[src/rtl/range_pkg.sv]
// rtl/range_pkg.sv - shared ASCII constants, bit-state enum and hex digit encoder
package range_pkg;

  localparam logic [7:0] ASCII_CR = 8'h0D;
  localparam logic [7:0] ASCII_LF = 8'h0A;
  localparam logic [7:0] ASCII_E  = 8'h45;

  typedef enum logic [2:0] {
    IDLE,
    START,
    DATA,
    PARITY,
    STOP
  } tx_state_t;

  function automatic logic [7:0] hex_to_ascii(input logic [3:0] nibble);
    logic [7:0] code;
    if (nibble < 4'd10) code = 8'h30 + {4'h0, nibble};
    else                code = 8'h37 + {4'h0, nibble};
    return code;
  endfunction

endpackage

[src/rtl/uart_tx_byte.sv]
// rtl/uart_tx_byte.sv - 8N1 byte serializer; RANGE_TX_PARITY_EN adds an even-parity bit (8E1)
// ready is also high in the last stop-bit cycle so the next byte follows with no idle gap.
module uart_tx_byte
  import range_pkg::*;
#(
  parameter int CLKS_PER_BIT = 87
) (
  input  logic       clk,
  input  logic       rst_n,
  input  logic       start,
  input  logic [7:0] data,
  output logic       tx,
  output logic       ready
);

  localparam int CW = (CLKS_PER_BIT > 1) ? $clog2(CLKS_PER_BIT) : 1;
  localparam logic [CW-1:0] CNT_LAST = CW'(CLKS_PER_BIT - 1);

  tx_state_t      state, state_n;
  logic [CW-1:0]  cnt, cnt_n;
  logic [2:0]     bit_idx, bit_n;
  logic [7:0]     shreg, shreg_n;
  logic           tx_n;
  logic           bit_end;

  assign bit_end = (cnt == CNT_LAST);
  assign ready   = (state == IDLE) || ((state == STOP) && bit_end);

  always_comb begin
    state_n = state;
    cnt_n   = cnt;
    bit_n   = bit_idx;
    shreg_n = shreg;
    tx_n    = 1'b1;
    case (state)
      IDLE: begin
        if (start) begin
          state_n = START;
          shreg_n = data;
        end
      end
      START: begin
        if (bit_end) begin
          state_n = DATA;
          bit_n   = 3'd0;
        end
      end
      DATA: begin
        if (bit_end) begin
          if (bit_idx == 3'd7) begin
`ifdef RANGE_TX_PARITY_EN
            state_n = PARITY;
`else
            state_n = STOP;
`endif
          end else begin
            bit_n = bit_idx + 3'd1;
          end
        end
      end
`ifdef RANGE_TX_PARITY_EN
      PARITY: begin
        if (bit_end) state_n = STOP;
      end
`endif
      STOP: begin
        if (bit_end) begin
          if (start) begin
            state_n = START;
            shreg_n = data;
          end else begin
            state_n = IDLE;
          end
        end
      end
      default: state_n = IDLE;
    endcase

    if (state != IDLE) cnt_n = bit_end ? '0 : cnt + 1'b1;

    // tx is registered from the next state so the line changes on the same edge as the state
    case (state_n)
      START:   tx_n = 1'b0;
      DATA:    tx_n = shreg_n[bit_n];
`ifdef RANGE_TX_PARITY_EN
      PARITY:  tx_n = ^shreg_n;
`endif
      default: tx_n = 1'b1;
    endcase
  end

  always_ff @(posedge clk or negedge rst_n) begin
    if (!rst_n) begin
      state   <= IDLE;
      cnt     <= '0;
      bit_idx <= 3'd0;
      shreg   <= 8'h00;
      tx      <= 1'b1;
    end else begin
      state   <= state_n;
      cnt     <= cnt_n;
      bit_idx <= bit_n;
      shreg   <= shreg_n;
      tx      <= tx_n;
    end
  end

endmodule

[src/rtl/range_uart_reporter.sv]
// rtl/range_uart_reporter.sv - sends each range result as a hex/'E' ASCII line ending CR LF
// Frame format follows uart_tx_byte (RANGE_TX_PARITY_EN selects 8E1 instead of 8N1).
module range_uart_reporter
  import range_pkg::*;
#(
  parameter int WIDTH        = 8,
  parameter int CLKS_PER_BIT = 87
) (
  input  logic             clk,
  input  logic             rst_n,
  input  logic             res_valid,
  input  logic [WIDTH-1:0] res_range,
  input  logic             res_error,
  input  logic             ovr_clr,
  output logic             tx,
  output logic             busy,
  output logic             done,
  output logic             overrun
);

  localparam int NCHARS = WIDTH / 4;
  localparam int IDX_W  = $clog2(NCHARS + 2);
  localparam logic [IDX_W-1:0] IDX_CR     = IDX_W'(NCHARS);
  localparam logic [IDX_W-1:0] IDX_LAST_N = IDX_W'(NCHARS + 1);
  localparam logic [IDX_W-1:0] IDX_LAST_E = IDX_W'(2);

  logic [WIDTH-1:0] hold_range;
  logic             hold_err;
  logic [IDX_W-1:0] char_idx;
  logic             ser_start, ser_ready;
  logic [7:0]       ser_data;
  logic             start_msg, advance, at_last;

  function automatic logic [7:0] char_at(input logic [WIDTH-1:0] r, input logic e,
                                         input logic [IDX_W-1:0] idx);
    logic [WIDTH-1:0] sh;
    logic [7:0]       c;
    int               sa;
    sh = '0;
    sa = 0;
    if (e) begin
      if (idx == '0)              c = ASCII_E;
      else if (idx == IDX_W'(1))  c = ASCII_CR;
      else                        c = ASCII_LF;
    end else if (idx < IDX_CR) begin
      sa = 4 * (NCHARS - 1 - int'(idx));
      sh = r >> sa;
      c  = hex_to_ascii(sh[3:0]);
    end else if (idx == IDX_CR) begin
      c = ASCII_CR;
    end else begin
      c = ASCII_LF;
    end
    return c;
  endfunction

  assign start_msg = res_valid && !busy;
  // while busy the serializer is only ready in the final cycle of a stop bit
  assign advance   = busy && ser_ready;
  assign at_last   = (char_idx == (hold_err ? IDX_LAST_E : IDX_LAST_N));
  assign ser_start = start_msg || (advance && !at_last);
  assign ser_data  = start_msg ? char_at(res_range, res_error, '0)
                               : char_at(hold_range, hold_err, char_idx + 1'b1);

  uart_tx_byte #(
    .CLKS_PER_BIT(CLKS_PER_BIT)
  ) u_tx (
    .clk   (clk),
    .rst_n (rst_n),
    .start (ser_start),
    .data  (ser_data),
    .tx    (tx),
    .ready (ser_ready)
  );

  always_ff @(posedge clk or negedge rst_n) begin
    if (!rst_n) begin
      hold_range <= '0;
      hold_err   <= 1'b0;
      char_idx   <= '0;
      busy       <= 1'b0;
      done       <= 1'b0;
      overrun    <= 1'b0;
    end else begin
      done <= 1'b0;
      if (start_msg) begin
        hold_range <= res_range;
        hold_err   <= res_error;
        char_idx   <= '0;
        busy       <= 1'b1;
      end else if (advance) begin
        if (at_last) begin
          busy <= 1'b0;
          done <= 1'b1;
        end else begin
          char_idx <= char_idx + 1'b1;
        end
      end
      if (res_valid && busy) overrun <= 1'b1;
      else if (ovr_clr)      overrun <= 1'b0;
    end
  end

endmodule

[config.mk]
export PLATFORM = sky130hd
export DESIGN_NAME = range_uart_reporter
export DESIGN_NICKNAME = d
export VERILOG_FILES = /design/src/rtl/range_pkg.sv /design/src/rtl/uart_tx_byte.sv /design/src/rtl/range_uart_reporter.sv
export SDC_FILE = /design/constraint.sdc
export NUM_CORES = 1
export LEC_CHECK = 0
export BUFFER_PORTS_ARGS = -buffer_cell sky130_fd_sc_hd__buf_2
export CAP_MARGIN = 10
export CORE_UTILIZATION = 30
export CTS_CLUSTER_DIAMETER = 40
export DETAILED_ROUTE_END_ITERATION = 6
export PLACE_DENSITY = 0.59
export SLEW_MARGIN = 20
export SYNTH_ARGS = -nofsm -noshare
export SYNTH_HDL_FRONTEND = slang
export SYNTH_SLANG_ARGS = --single-unit
[constraint.sdc]
create_clock -name clk -period 2.4 [get_ports clk]
set_input_delay 0.12 -clock clk [delete_from_list [all_inputs] [get_ports clk]]
set_output_delay 0.12 -clock clk [all_outputs]
set_load 0.005 [all_outputs]
After elaboration in Yosys (flattened, before gate mapping)
Cells that the tools add are included.
{"block": "classes", "n_lt_le_gt_ge": 4, "shifts": 1, "reduce_logical": 17, "mux": 39, "n_eq_ne": 11, "n_addsub": 8}
{"cell": "$mux 8", "n": 5}
{"cell": "$mux 7", "n": 5}
{"cell": "$shr 8x32->4", "n": 1}
{"cell": "$mux 3", "n": 10}
{"cell": "$add 6x4->7 const A", "n": 4}
{"cell": "$pmux 8 s2", "n": 1}
{"cell": "$pmux 3 s4", "n": 1}
{"cell": "$mux 1", "n": 11}
{"cell": "$lt 4x4->1 const B", "n": 2}
{"cell": "$add 7x1->7 const B", "n": 1}
{"cell": "$eq 7x7->1 const B", "n": 1}
{"cell": "$eq 3x1->1 const B", "n": 2}
{"cell": "$eq 3x2->1 const B", "n": 2}
{"cell": "$eq 3x3->1 const B", "n": 2}
{"cell": "$mux 2", "n": 3}
{"cell": "$pmux 3 s2", "n": 1}
{"cell": "$reduce_bool 2->1", "n": 3}
{"cell": "$logic_and 1x1->1", "n": 5}
{"cell": "$lt 3x4->1 const B", "n": 1}
{"cell": "$reduce_and 2->1", "n": 2}
{"cell": "$add 3x1->3 const B", "n": 1}
{"cell": "$bmux 1 s3", "n": 1}
{"cell": "$logic_not 3->1", "n": 1}
{"cell": "$reduce_bool 3->1", "n": 1}
{"cell": "other kinds (11)", "n": 13}
{"block": "totals", "output_inout_bits": 4, "reg_bits": 36, "wordCells": 91}

Depth between registers and ports, before layout
{"block": "depth", "depth_word": 14, "mapped_depth": 10, "mapped_depth_nobuf": 9}

Cells and area by module
Synthesis repeated with hierarchy kept, for this count alone.
{"block": "unflattened", "cells_unflattened": 262, "hier_area_um2": 2264.7}
{"module": "uart_tx_byte", "area_per_inst_um2": 1306.3, "cells_per_inst": 141, "n_inst": 1, "seq_area_each_um2": 551.8}
{"module": "range_uart_reporter", "area_per_inst_um2": 958.4, "cells_per_inst": 121, "n_inst": 1, "seq_area_each_um2": 350.3}

Worst setup path before layout
OpenSTA, ideal clock, no wires.
{"block": "synth_path", "path_type": "flip-flop to flip-flop", "start": "reg char_idx[1]", "end": "reg u_tx.tx", "setup_slack_ps": 11, "t_required_ps": 2314, "n_path_buf": 1, "setup_ps": 86, "arrival_time_ps": 2303, "stages_incl_launch_ff": 10, "path_cell_list": "dfrtp_1 > ha_1 > clkbuf_1 > or2_2 > ha_1 > o21a_1 > o31ai_1 > a211oi_2 > o32ai_2 > a211oi_1"}
{"block": "synth_via", "elab_chain_len": 14, "word_cells_on_any_way": 33, "classes_between": "add/sub: 4; order compare: 2; eq/ne: 5; shift: 1; mux: 17; reduce/logical: 4"}
{"element": "start: declaration", "line_no": "range_uart_reporter.sv:29", "rtl": "logic [IDX_W-1:0] char_idx;"}
{"element": "start signal: assignment", "line_no": "range_uart_reporter.sv:96", "rtl": "char_idx <= char_idx + 1'b1;"}
{"element": "$add 2x1->2", "line_no": "range_uart_reporter.sv:63", "rtl": ": char_at(hold_range, hold_err, char_idx + 1'b1);"}
{"element": "$sub 1x2->3", "line_no": "range_uart_reporter.sv:46", "rtl": "sa = 4 * (NCHARS - 1 - int'(idx));"}
{"element": "$shr 8x32->4", "line_no": "range_uart_reporter.sv:47", "rtl": "sh = r >> sa;"}
{"element": "$add 6x4->7 (tied with other cells)", "line_no": "range_pkg.sv:19", "rtl": "else code = 8'h37 + {4'h0, nibble};"}
{"element": "$mux 7", "line_no": "range_pkg.sv:18", "rtl": "if (nibble < 4'd10) code = 8'h30 + {4'h0, nibble};"}
{"element": "$mux 8", "line_no": "range_uart_reporter.sv:45", "rtl": "end else if (idx < IDX_CR) begin"}
{"element": "$mux 8", "line_no": "range_uart_reporter.sv:41", "rtl": "if (e) begin"}
{"element": "$mux 8", "line_no": "range_uart_reporter.sv:62", "rtl": "assign ser_data = start_msg ? char_at(res_range, res_error, '0)"}
{"element": "$mux 8", "line_no": "uart_tx_byte.sv:37, uart_tx_byte.sv:68"}
{"element": "$mux 8", "line_no": "uart_tx_byte.sv:67", "rtl": "if (bit_end) begin"}
{"element": "$pmux 8 s2", "line_no": "uart_tx_byte.sv:35", "rtl": "case (state)"}
{"element": "$bmux 1 s3", "line_no": "uart_tx_byte.sv:84", "rtl": "DATA: tx_n = shreg_n[bit_n];"}
{"element": "$mux 1 (implied by the code)", "line_no": "uart_tx_byte.sv:84"}
{"element": "$pmux 1 s2 *", "line_no": "uart_tx_byte.sv:82", "rtl": "case (state_n)"}
{"element": "via u_tx.tx_n", "line_no": "uart_tx_byte.sv:23", "rtl": "logic tx_n;"}
{"element": "end signal: assignment", "line_no": "uart_tx_byte.sv:104", "rtl": "tx <= tx_n;"}
{"element": "end: declaration", "line_no": "uart_tx_byte.sv:12", "rtl": "output logic tx,"}
Mark *: on every way through the listed nets, which the timed path passes. The rest lies on a longest branch. The select of a mux whose other input is x is not followed.
A chain may end at the register's enable or synchronous reset.

Worst setup path in the final report
{"block": "layout_path", "start": "reg char_idx[0]", "end": "reg u_tx.tx"}
Same word-level chain as after synthesis.

==> results.md <==
Worst hold path
* worst min path class: input port to flip-flop

Setup path
* Reg2Reg Setup Slack: 130 ps
* worst-path fanout max: 8
* crit path launch: char_idx[0]$_DFFE_PN0P_
* capture instance of the worst register-to-register path: u_tx.tx$_DFF_PN1_
* startpoint of the most critical register-to-register path: char_idx[0]$_DFFE_PN0P_
* WS Path Type: flip-flop to flip-flop
* crit path to: u_tx.tx$_DFF_PN1_
* launching element type of the critical path: flip-flop
* worst reg-to-reg path cell count: 7
* data required time at the worst endpoint: 2620 ps
* crit end category: flip-flop
* arrival time at the worst endpoint: 2480 ps

Synth
* largest area contributor in the synthesized netlist: sky130_fd_sc_hd__dfrtp_1
* count of flip-flops with a built-in enable after synthesis: 0
* fraction of registers with async set/reset: 100%
* Synth Flop Type: sky130_fd_sc_hd__dfrtp_1
* share of the synthesized area in the top cell type: 38.0%
* top cells by area in the synthesized netlist: sky130_fd_sc_hd__dfrtp_1 (38%), sky130_fd_sc_hd__nand2_1 (6.8%), sky130_fd_sc_hd__a21oi_1 (4.1%), sky130_fd_sc_hd__o21ai_0 (3.5%), sky130_fd_sc_hd__ha_1 (3.3%)
* Post-Synthesis Net Count: 275
* flops & latches, synth: 36
* YS warnings: 0
* number of library cell types mapped by synthesis: 62
* cell area after synthesis: 2300 um^2
* syn_area_per_cell: 9.00 um^2
* synthesized instance count: 256
* portion of the post-synthesis area used by sequential elements: 39.2%

Place
* final RePlAce weighted congestion: 0.835
* number of port buffers: 16
* detailed placement HPWL: 3.97 mm
* placed instance area: 2560 um^2

Power and ir drop
* worst vdd rail ir drop: 632 uV
* power density normalized to cell area: 1130 nW/um^2
* static leakage power: 1.17 nW
* total chip power: 0.00305 W

Finish
* # diodes: 0
* number of nets in the layout: 302
* core utilization of the finished layout: 36.9%
* fraction of layout instances using a drive strength above 1: 20.8%
* Area Overhead vs Synth: 17.4%
* final design instance area without fill: 2710 um^2

CTS
* clk slew on worst S/H paths: 80 ps
* depth of the CTS H-tree: 2
* TritonCTS clock tree: done
* clock tree root buffer cell: sky130_fd_sc_hd__clkbuf_8
* latest clock arrival within the worst-skew pair: 300 ps
* clk buf depth: 2
* clk sinks: 36
* number of buffers created by CTS: 5

Floorplanning
* initial core utilization: 31.4%
* Total Die Area: 8030 um^2
* floorplan row count: 31
* Core Footprint: 7330 um^2
* height of the die: 89.6 um
* Horiz. Die Dim: 89.6 um
* Top-Level Pins: 17

Drt
* DR top layer: met4
* first-pass iteration count of the detailed router: 4
* average wire per cell in the routed design: 14.3 um
* Residual DRC: 0
* detailed-routed wire length on met3: 167 um
* DR iter-0 viols: 71
* vias per cell: 5.16
* Antenna Nets Post-Route: 0
* sum of routed wire length over all layers: 5.46 mm
* length of routed wiring on met1: 2.76 mm
* sum of met2 wire segment lengths after detailed routing: 2.49 mm
* routed vias: 1978

Timing
* Final setup viols: 0
* relative slew slack: 43.6%
* Clock Skew: 8.11 ps
* RSZ-0062 raised after global routing: no
* final max-slew violation count: 0
* Final Hold Violating Endpoints: 0
* setup TNS: 0 ps
* slew of the pin with the lowest slew margin: 847 ps
* minimum period implied by the final worst setup slack: 2270 ps
* worst hold-check slack: 7.73 ps
* fin crit share: 94.5%
* highest achievable clock rate: 441 MHz

Global routing
* total routing usage reported by global routing: 15.0%
* GRT overflow: 0
* first-pass GRT wire length: 9.23 mm
* largest net degree at the start of global routing: 37
* number of antenna violations at the first check in global routing: 0
* via count of the first global-routing pass: 1924

Job
* # Max-Cap Violations: 0

Outcome
* result of the run: completed

[synth_stat cells (3+ instances only)]
cell type                  number
sky130_fd_sc_hd__dfrtp_1       35
sky130_fd_sc_hd__o21ai_0       16
sky130_fd_sc_hd__o41ai_1        3
sky130_fd_sc_hd__o21a_1         3
sky130_fd_sc_hd__o211ai_1       3
sky130_fd_sc_hd__nand2b_1       7
sky130_fd_sc_hd__nand3_1       12
sky130_fd_sc_hd__inv_1         10
sky130_fd_sc_hd__buf_2          6
sky130_fd_sc_hd__a22o_1         3
sky130_fd_sc_hd__nor2_1         7
sky130_fd_sc_hd__a21oi_1       19
sky130_fd_sc_hd__mux2i_1        4
sky130_fd_sc_hd__a21o_1         5
sky130_fd_sc_hd__nor3_1         5
sky130_fd_sc_hd__ha_1           6
sky130_fd_sc_hd__clkbuf_1       5
sky130_fd_sc_hd__a211oi_1       3
sky130_fd_sc_hd__a211o_1        3
sky130_fd_sc_hd__nand2_1       42
sky130_fd_sc_hd__o31ai_1        6
[how the worst min path moves through the flow]
stage,start,end,slack [ps],depth (start not counted)
6_report,res_range[0],hold_range[0]$_DFFE_PN0P_,8,3
5_1_grt,res_range[0],hold_range[0]$_DFFE_PN0P_,20,3
4_1_cts,res_range[0],hold_range[0]$_DFFE_PN0P_,9,3
3_5_place_dp,rst_n,u_tx.cnt[4]$_DFFE_PN0N_,280,1
3_3_place_gp,rst_n,u_tx.cnt[5]$_DFFE_PN0N_,260,1
2_1_floorplan,rst_n,busy$_DFFE_PN0P_,-180,0
[layer usage]
metal	up-vias	global-route usage [%]
met4	0	3.32
met2	35	24.8
met3	6	3.29
li1	1003	-
met5	-	0
met1	934	20.1
[where the power goes]
part           total [W]  internal, W  switching (W)
sequential       0.00103     0.000831       0.000203
combinational    0.00146     0.000655       0.000806
clock           0.000550     0.000308       0.000242
[critical path, stage by stage (launching register included)]
cell and delay [ps]:
sky130_fd_sc_hd__dfrtp_1 390, sky130_fd_sc_hd__ha_1 320, sky130_fd_sc_hd__buf_4 180, sky130_fd_sc_hd__a2111oi_1 550, sky130_fd_sc_hd__a2bb2oi_1 300, sky130_fd_sc_hd__a211oi_1 130
sky130_fd_sc_hd__o32ai_2 250, sky130_fd_sc_hd__a211oi_1 60
[final cells by class]
class	instances	area, um^2
clock buffers	5	68.8
clock inverters	3	42.5
fillers	758	4630
inverters	10	37.5
multi-input cells	197	1320
flip-flops and latches	36	902
well taps	99	124
repair buffers	33	210
[stage by stage]
| stage | setup slack [ps] | instances |
|---|---|---|
| floorplan | 10.8 | 256 |
| global placement | 135 | 373 |
| detailed placement | 111 | 373 |
| CTS | 86.4 | 382 |
| global route | 2.89 | 383 |
| finish | 133 | 383 |
[timing repair]
action | 4_1_cts | 5_1_grt
gates resized for setup | 0 | 4
endpoints found under the setup margin | 0 | 1
setup buffers | 0 | 1
hold buffers | 1 | 0
endpoints found under the hold margin | 35 | 0
[registers in the layout, summed over array words and instances (netlist names), 2 cells and up]
register,cells
char_idx,2
hold_range,8
u_tx.bit_idx,3
u_tx.cnt,7
u_tx.shreg,8
u_tx.state,3
[cells in the final DEF, fill, tap and decap left out, types with 2 or more instances in the layout]
| master | synthesis | routed |
|---|---|---|
| sky130_fd_sc_hd__nor3_1 | 5 | 4 |
| sky130_fd_sc_hd__and2_1 | 2 | 2 |
| sky130_fd_sc_hd__o21ai_0 | 16 | 16 |
| sky130_fd_sc_hd__nand3b_1 | 2 | 2 |
| sky130_fd_sc_hd__nor3_2 | 1 | 2 |
| sky130_fd_sc_hd__a22o_1 | 3 | 3 |
| sky130_fd_sc_hd__o211ai_1 | 3 | 3 |
| sky130_fd_sc_hd__buf_2 | 6 | 16 |
| sky130_fd_sc_hd__a31oi_1 | 2 | 2 |
| sky130_fd_sc_hd__xor2_1 | 2 | 2 |
| sky130_fd_sc_hd__buf_4 | 2 | 16 |
| sky130_fd_sc_hd__a21o_1 | 5 | 5 |
| sky130_fd_sc_hd__a21boi_0 | 2 | 2 |
| sky130_fd_sc_hd__and3_1 | 2 | 2 |
| sky130_fd_sc_hd__ha_1 | 6 | 6 |
| sky130_fd_sc_hd__inv_1 | 10 | 10 |
| sky130_fd_sc_hd__o41ai_1 | 3 | 3 |
| sky130_fd_sc_hd__mux2i_1 | 4 | 4 |
| sky130_fd_sc_hd__a21oi_1 | 19 | 19 |
| sky130_fd_sc_hd__dfrtp_1 | 35 | 35 |
| sky130_fd_sc_hd__or3_1 | 2 | 2 |
| sky130_fd_sc_hd__nand4_1 | 2 | 2 |
| sky130_fd_sc_hd__nand2_1 | 42 | 41 |
| sky130_fd_sc_hd__nor2_1 | 7 | 7 |
| sky130_fd_sc_hd__o31ai_1 | 6 | 5 |
| sky130_fd_sc_hd__a211o_1 | 3 | 3 |
| sky130_fd_sc_hd__nand2b_1 | 7 | 7 |
| sky130_fd_sc_hd__o211a_1 | 2 | 2 |
| sky130_fd_sc_hd__or2_2 | 2 | 2 |
| sky130_fd_sc_hd__nand3_1 | 12 | 12 |
| sky130_fd_sc_hd__o21a_1 | 3 | 3 |
| sky130_fd_sc_hd__a211oi_1 | 3 | 3 |
| sky130_fd_sc_hd__clkbuf_8 | 0 | 5 |
[cell families (layout without fill, tap and decap cells)]
logic type / Yosys count / in the layout / synth area share (%)
simple gates: 98 / 98 / 22.1
compound gates: 85 / 85 / 27.7
flops: 36 / 36 / 39.2
buf+inv: 23 / 51 / 4.40
fa+ha+maj: 6 / 6 / 3.26
mux: 5 / 5 / 2.23
xor+xnor: 3 / 3 / 1.14
(Power assumes the default switching activity.)
